`src/rtl/fifo_pkg.sv`:
```
// rtl/fifo_pkg.sv - shared defaults and width helpers for the synchronous FIFO
package fifo_pkg;

    localparam int DEF_DATA_WIDTH = 8;
    localparam int DEF_DEPTH      = 8;

    // Pointers index DEPTH entries; count needs one extra bit to represent DEPTH itself.
    function automatic int fifo_ptr_width(input int depth);
        return (depth > 1) ? $clog2(depth) : 1;
    endfunction

    function automatic int fifo_count_width(input int depth);
        return $clog2(depth) + 1;
    endfunction

endpackage

```
`src/rtl/fifo_mem_dp.sv`:
```
// rtl/fifo_mem_dp.sv - DEPTH x DATA_WIDTH register array, sync write, async read
module fifo_mem_dp #(
    parameter int DATA_WIDTH = 8,
    parameter int DEPTH      = 8,
    parameter int ADDR_WIDTH = 3
) (
    input  logic                  clk,
    input  logic                  wr_en,
    input  logic [ADDR_WIDTH-1:0] wr_addr,
    input  logic [DATA_WIDTH-1:0] wr_data,
    input  logic [ADDR_WIDTH-1:0] rd_addr,
    output logic [DATA_WIDTH-1:0] rd_data
);

    logic [DATA_WIDTH-1:0] mem [DEPTH];

    always_ff @(posedge clk) begin
        if (wr_en) begin
            mem[wr_addr] <= wr_data;
        end
    end

    assign rd_data = mem[rd_addr];

endmodule

```
`src/rtl/sync_fifo_param.sv`:
```
// rtl/sync_fifo_param.sv - parameterised single-clock FIFO with occupancy flags and error pulses
module sync_fifo_param
    import fifo_pkg::*;
#(
    parameter int DATA_WIDTH = DEF_DATA_WIDTH,
    parameter int DEPTH      = DEF_DEPTH,
    parameter int AF_THRESH  = DEPTH - 2,
    parameter int AE_THRESH  = 2,
    parameter int FWFT       = 0
) (
    input  logic                   clk,
    input  logic                   reset,
    input  logic                   write_en,
    input  logic [DATA_WIDTH-1:0]  data_in,
    input  logic                   read_en,
    output logic [DATA_WIDTH-1:0]  data_out,
    output logic                   empty,
    output logic                   full,
    output logic                   almost_empty,
    output logic                   almost_full,
    output logic [$clog2(DEPTH):0] count,
    output logic                   overflow,
    output logic                   underflow
);

    localparam int PW = fifo_ptr_width(DEPTH);
    localparam int CW = fifo_count_width(DEPTH);

    logic [PW-1:0]         wr_ptr;
    logic [PW-1:0]         rd_ptr;
    logic [CW-1:0]         count_q;
    logic [DATA_WIDTH-1:0] rd_data;
    logic [DATA_WIDTH-1:0] dout_q;
    logic                  wr_acc;
    logic                  rd_acc;
    logic                  mem_we;

    assign wr_acc = write_en && !full;
    assign rd_acc = read_en && !empty;
    // Reset outranks a same-cycle write so the array is never touched while clearing.
    assign mem_we = wr_acc && !reset;

    fifo_mem_dp #(
        .DATA_WIDTH (DATA_WIDTH),
        .DEPTH      (DEPTH),
        .ADDR_WIDTH (PW)
    ) u_mem (
        .clk     (clk),
        .wr_en   (mem_we),
        .wr_addr (wr_ptr),
        .wr_data (data_in),
        .rd_addr (rd_ptr),
        .rd_data (rd_data)
    );

    always_ff @(posedge clk) begin
        if (reset) begin
            wr_ptr    <= '0;
            rd_ptr    <= '0;
            count_q   <= '0;
            dout_q    <= '0;
            overflow  <= 1'b0;
            underflow <= 1'b0;
        end else begin
            overflow  <= write_en && full;
            underflow <= read_en && empty;
            if (wr_acc) begin
                wr_ptr <= wr_ptr + PW'(1);
            end
            if (rd_acc) begin
                rd_ptr <= rd_ptr + PW'(1);
                dout_q <= rd_data;
            end
            unique case ({wr_acc, rd_acc})
                2'b10:   count_q <= count_q + CW'(1);
                2'b01:   count_q <= count_q - CW'(1);
                default: count_q <= count_q;
            endcase
        end
    end

    // Flags decode the registered count so they settle one cycle after the accepting edge.
    assign empty        = (count_q == '0);
    assign full         = (count_q == CW'(DEPTH));
    assign almost_full  = (count_q >= CW'(AF_THRESH));
    assign almost_empty = (count_q <= CW'(AE_THRESH));
    assign count        = count_q;

    assign data_out = (FWFT != 0) ? rd_data : dout_q;

endmodule

```
`config.mk`:
```
export PLATFORM = sky130hd
export DESIGN_NAME = sync_fifo_param
export DESIGN_NICKNAME = d
export VERILOG_FILES = /design/src/rtl/fifo_pkg.sv /design/src/rtl/fifo_mem_dp.sv /design/src/rtl/sync_fifo_param.sv
export SDC_FILE = /design/constraint.sdc
export NUM_CORES = 1
export LEC_CHECK = 0
export BUFFER_PORTS_ARGS = -buffer_cell sky130_fd_sc_hd__buf_4
export CELL_PAD_IN_SITES_DETAIL_PLACEMENT = 1
export CELL_PAD_IN_SITES_GLOBAL_PLACEMENT = 1
export CORE_MARGIN = 2
export CORE_UTILIZATION = 34
export DETAILED_ROUTE_END_ITERATION = 16
export PLACE_DENSITY_LB_ADDON = 0.1
export SLEW_MARGIN = 20
export SYNTH_ARGS = -nofsm -noshare
export SYNTH_HDL_FRONTEND = slang
export SYNTH_SLANG_ARGS = --single-unit
export TNS_END_PERCENT = 5
```
`constraint.sdc`:
```
create_clock -name clk -period 2.57 [get_ports clk]
set_clock_uncertainty 0.15 [all_clocks]
set_input_delay 0.257 -clock clk [delete_from_list [all_inputs] [get_ports clk]]
set_output_delay 0.257 -clock clk [all_outputs]
set_load 0.05 [all_outputs]
```
=== Word-level counts from Yosys, hierarchy flattened ===
Memories as Yosys holds them, arrays and structs flattened. A register that Yosys moved wholly into a read port is not among the register bits.
Cells that the tools add are included.

* Eq/ne operators: 3
* Shift-type cells: 0
* Add/subtract/negate cells: 4
* Bitwise operators: 0
* Divide/modulo/power cells: 0
* Reductions and logical operators: 10
* Mux-type cells: 3
* Order comparisons: 2
* Multiply operators: 0

{| class="wikitable"
|+ Operators by type and width
! kind !! count
|-
| 4-bit one-hot mux with 2 select lines || 1
|-
| 3-bit by 1-bit adder with 3-bit output, second input constant || 2
|-
| 1-bit logical AND || 5
|-
| 4-bit by 1-bit adder with 4-bit output, second input constant || 1
|-
| 4-bit == test, second input constant || 1
|-
| 4-bit by 3-bit >= comparator with 1-bit output, second input constant || 1
|-
| 4-bit by 2-bit <= comparator with 1-bit output, second input constant || 1
|-
| 4-bit logical NOT || 1
|-
| 4-bit by 1-bit subtractor with 4-bit output, second input constant || 1
|-
| 1-bit logical NOT || 3
|-
| 2-bit by 1-bit == test with 1-bit output, second input constant || 1
|-
| 2-bit == test, second input constant || 1
|-
| 1-bit two-way mux || 2
|-
| 2-bit nonzero test || 1
|}

* Memories kept: 1
* Memory bits (read-only): 0
* Memory bits (writable): 64
* Input port bits: 12
* Latch bits: 0
* Bits in registers: 12

{| class="wikitable"
|+ Memory list
! name !! depth !! width !! rd ports !! clocked after memory_dff !! wr ports !! line !! RTL
|-
| u_mem.mem || 8 || 8 || 1 || 1 || 1 || fifo_mem_dp.sv:15 || <nowiki>logic [DATA_WIDTH-1:0] mem [DEPTH];</nowiki>
|}

=== Longest topological paths before layout ===
* Depth after elaboration: 6
* Depth in mapped cells: 10
* Depth with buffers taken out: 8

=== Hierarchy ===
A second synthesis with hierarchy kept.

* Cells, all modules: 208
* Area total of the unflattened synthesis: 3,507.1 um^2

{| class="wikitable"
|+ Modules (own cells, without submodules)
! module !! instances !! cells an instance !! area an instance (um^2)
|-
| fifo_mem_dp || 1 || 106 || 2,531.2
|-
| sync_fifo_param || 1 || 102 || 975.9
|}

=== Worst setup path before layout ===
No wires, ideal clock.

* Path kind: register -> register
* From: register count_q[1] (netlist: count[1])
* To: register count_q[2] (netlist: count[2])
* Stages on the path, launching flop included: 11
* Required time: 2.349 ns
* Slack: -0.270 ns
* Arrival: 2.619 ns
* Library setup time: 0.071 ns
* Path through: dfxtp_1 > buf_6 > or4b_1 > buf_2 > nand2_2 > ha_1 > xor2_1 > ha_1 > o21a_1 > or4_1 > a21oi_1

* Word-level cells in the longest chain between the ends: 5

{| class="wikitable"
|+ Ends and longest elaborated chain
! element !! line !! RTL
|-
| start, declared || sync_fifo_param.sv:31 || <nowiki>logic [CW-1:0] count_q;</nowiki>
|-
| start signal, assigned || sync_fifo_param.sv:75 || <nowiki>2'b10: count_q <= count_q + CW'(1);</nowiki>
|-
| start signal, assigned || sync_fifo_param.sv:76 || <nowiki>2'b01: count_q <= count_q - CW'(1);</nowiki>
|-
| start signal, assigned || sync_fifo_param.sv:77 || <nowiki>default: count_q <= count_q;</nowiki>
|-
| 4-bit == test / 4-bit logical NOT (equally long branches) || sync_fifo_param.sv:84, sync_fifo_param.sv:83 ||
|-
| 1-bit logical NOT, on equally long branches || sync_fifo_param.sv:38, sync_fifo_param.sv:39 ||
|-
| 1-bit logical AND, on equally long branches || sync_fifo_param.sv:38, sync_fifo_param.sv:39 ||
|-
| 2-bit by 1-bit == test with 1-bit output / 2-bit == test (equally long branches) || sync_fifo_param.sv:74 || <nowiki>unique case ({wr_acc, rd_acc})</nowiki>
|-
| 4-bit one-hot mux with 2 select lines / 2-bit nonzero test (equally long branches) || - ||
|}

Several ways; a longest one is shown, not always the timed one.
A chain may end at the register's enable or synchronous reset.

=== Worst setup path in the final report ===
Ends and elaborated chain as after synthesis.

==> results.toml <==
[synth]
avgSynthCellArea_um2 = 16.4
ys_seq_area_share_pct = 70.5
yosysTopAreaCell = "edfxtp_1"
syn_nets = 217
synth_edf_count = 64
syn-cell-area_um2 = 3290
synth_cell_types = 33
synth_warnings = 0
ys_ff_latch = 84
synthArstFlopShare_pct = 0
synthTopCellsByArea = "edfxtp_1, dfxtp_1, mux4_2, nor2_1, o22ai_1"
synth_top_area_share_pct = 58.4
ys.flop_type = "edfxtp_1"
synth_cells = 201

[global_route]
grt_util_all_layers_pct = 14.6
overflow = 0
antenna_found_initial = 0
grt_pass1_vias = 1952
grt_pass1_wl_um = 10800
grt_max_degree = 21

[sta]
finalHoldViolCount = 0
slew_headroom_pct = 34.7
rsz0062_at_grt = "no"
maxSlewViolCount = 0
setup_violations = 0
period_needed_ns = 2.42
fmaxAchievable_mhz = 413
worstMarginPinSlew_ns = 0.975
setup_tns_ns = 0
finalCritPeriodShare_pct = 94.1

[min_path]
hold_path_class = "input pin to register"

[power]
clkPwrFrac_pct = 23.0
irDropWorstVdd_v = 0.000374
p_leak_nw = 1.38
switchingPower_w = 0.00149
p_seq_share_pct = 42.0
p_int_w = 0.00247
comb_power_share_pct = 34.9
swShare_pct = 37.6
power.density_nw_per_um2 = 987

[worst_setup_path]
cp-end-kind = "register"
cpMaxStageDelayCell = "o41a_1"
worstPathArrival_ns = 2.55
start_kind = "register"
critPathMaxFanout = 10
critical_path_class = "register to register"
crit_chain = "buf_4 -> o41a_1 -> ha_4 -> xor2_1 -> ha_2 -> o21a_1 -> or4_1 -> a21oi_1"
critical_path.max_stage_delay_ns = 0.43
cp.required_ns = 2.70

[die]
die_x_um = 102
rows = 35
start_util_pct = 35.3
die_h_um = 102
fp.coreArea_um2 = 9330
io-pin-count = 30
die_area_um2 = 10500

[layout]
instances_no_fill = 384
synthToLayoutAreaGrowth_pct = 22.0
nFillCells = 955
diodes = 0
final_net_count = 266
drive_gt1_share_pct = 32.5

[clock_network]
cts_tree = "yes"
cts.clk_slew.worst_paths_ns = 0.09
clock_latency_ns = 0.36
cts_setup_buffers = 0
root_buffer = "clkbuf_8"
numCtsBuffers = 9
clock_path_buffers = 2
htreeDepth = 3
clock-sinks = 84

[place]
routabilityCongestion = 0.661
placed_cells = 359
dp_hpwl_um = 4420
port_buffers = 29

[routing]
firstDrtPassIters = 4
wl_per_cell_um = 18.2
wl_um = 6970
num_vias = 1868
vias_per_cell = 4.86
ant_nets = 0
drtIter0Drc = 87
route.detailed.drc = 0

[status]
status = "finished, final reports clean"

[run]
maxCapViolations = 0
-- flip-flops by register name, summed over array words and instances (netlist names) --
name / flops
count: 4
underflow: 1
data_out: 8
rd_ptr: 3
overflow: 1
wr_ptr: 3
u_mem.mem: 64
-- worst paths after layout --
kind	start	end	slack [ns]	depth (start not counted)
setup / recovery	count[1]	count[2]	0.15	8
hold / removal	reset	overflow	0.03	3
setup reg to reg	count[1]	count[2]	0.15	8
hold reg to reg	data_out[2]	data_out[2]	0.35	2
-- per-stage QoR --
stage | util (%) | total power, W | worst slack, ns | hold slack (ns) | instance area, um2
after floorplan | - | 0.00269 | -0.0110 | 0.206 | 3350
after global placement | 40.0 | 0.00308 | 0.127 | 0.331 | 3730
after detailed placement | 40.0 | 0.00309 | 0.0586 | 0.334 | 3730
after CTS | 43.0 | 0.00402 | 0.0469 | 0.0119 | 4010
after global routing | 43.1 | 0.00417 | 0.0350 | 0.0337 | 4020
final | 43.1 | 0.00396 | 0.151 | 0.0299 | 4020
-- per-layer routing --
metal / share of wire (%) / up-vias / routed length [um] / track usage, %
li1: - / 878 / - / -
met1: 48 / 956 / 3340 / 19.8
met2: 48 / 26 / 3380 / 23.4
met3: 2.7 / 8 / 185 / 3.49
met4: 1.0 / 0 / 70 / 4.62
met5: 0 / - / 0 / 0
-- cells in the final DEF, fill, tap and decap left out, drive strengths merged, types with 3 or more instances in the layout --
cell type	n
buf	40
clkbuf	9
ha	4
nor2	23
dfxtp	20
a21oi	3
nor3	11
nand2b	7
nand2	6
dlygate4sd3	9
xor2	5
mux4	16
inv	5
o22ai	10
edfxtp	64
-- cell usage after synthesis (2+ instances only) --
library cell	count
a21oi_1	3
and3b_1	2
buf_2	4
buf_4	3
clkbuf_1	3
dfxtp_1	20
edfxtp_1	64
ha_1	4
mux2i_1	2
mux4_2	16
nand2_1	5
nand2b_1	7
nand3_1	2
nor2_1	23
nor2b_1	2
nor3_1	11
o22ai_1	10
xor2_1	5
-- cells by family (layout without fill, tap and decap cells) --
family                     after synthesis  count (layout)  share of synthesized area (%)
xor gates and xnor gates                 5               5                           1.33
AOI/OAI and AO/OA                       18              18                           3.65
adders and majority gates                4               4                           1.52
and+or+nand+nor                         59              59                           9.01
muxes                                   19              19                           11.9
DFF                                     84              84                           70.5
buffers and inverters                   12              66                           2.09
-- repair_timing --
action | 4_1_cts | 5_1_grt
setup endpoints to repair | 0 | 1
hold endpoints to repair | 65 | 0
gates resized for setup | 0 | 1
hold buffers | 9 | 0
-- power by group through the flow --
| stage | registers [W] | clock network, W | logic, W |
|---|---|---|---|
| final | 0.00167 | 0.000913 | 0.00138 |
| after global routing | 0.00168 | 0.000984 | 0.00150 |
| after CTS | 0.00167 | 0.000948 | 0.00140 |
| after detailed placement | 0.00170 | 0 | 0.00139 |
| after global placement | 0.00170 | 0 | 0.00138 |
| after floorplan | 0.00200 | 0 | 0.000694 |
-- layout make-up --
cell class	count	area (um2)	area share (%)
Tap cell	129	161	4.02
Sequential cell	84	2330	58.1
Inverter	1	3.75	0.0935
Multi-Input combinational cell	105	937	23.3
Clock buffer	9	124	3.08
Timing Repair Buffer	49	390	9.72
Clock inverter	7	67.6	1.68
-- critical path: cells and delay by family, from the launching register on --
kind,cells,cell delay (ns)
AO/OA/AOI/OAI,3,0.75
XOR/XNOR,1,0.16
adder cells (fa/ha/maj),2,0.38
buffers and inverters,1,0.17
flip-flops,1,0.35
AND/OR/NAND/NOR,1,0.39
No activity file was read; power rests on OpenSTA's default activity.
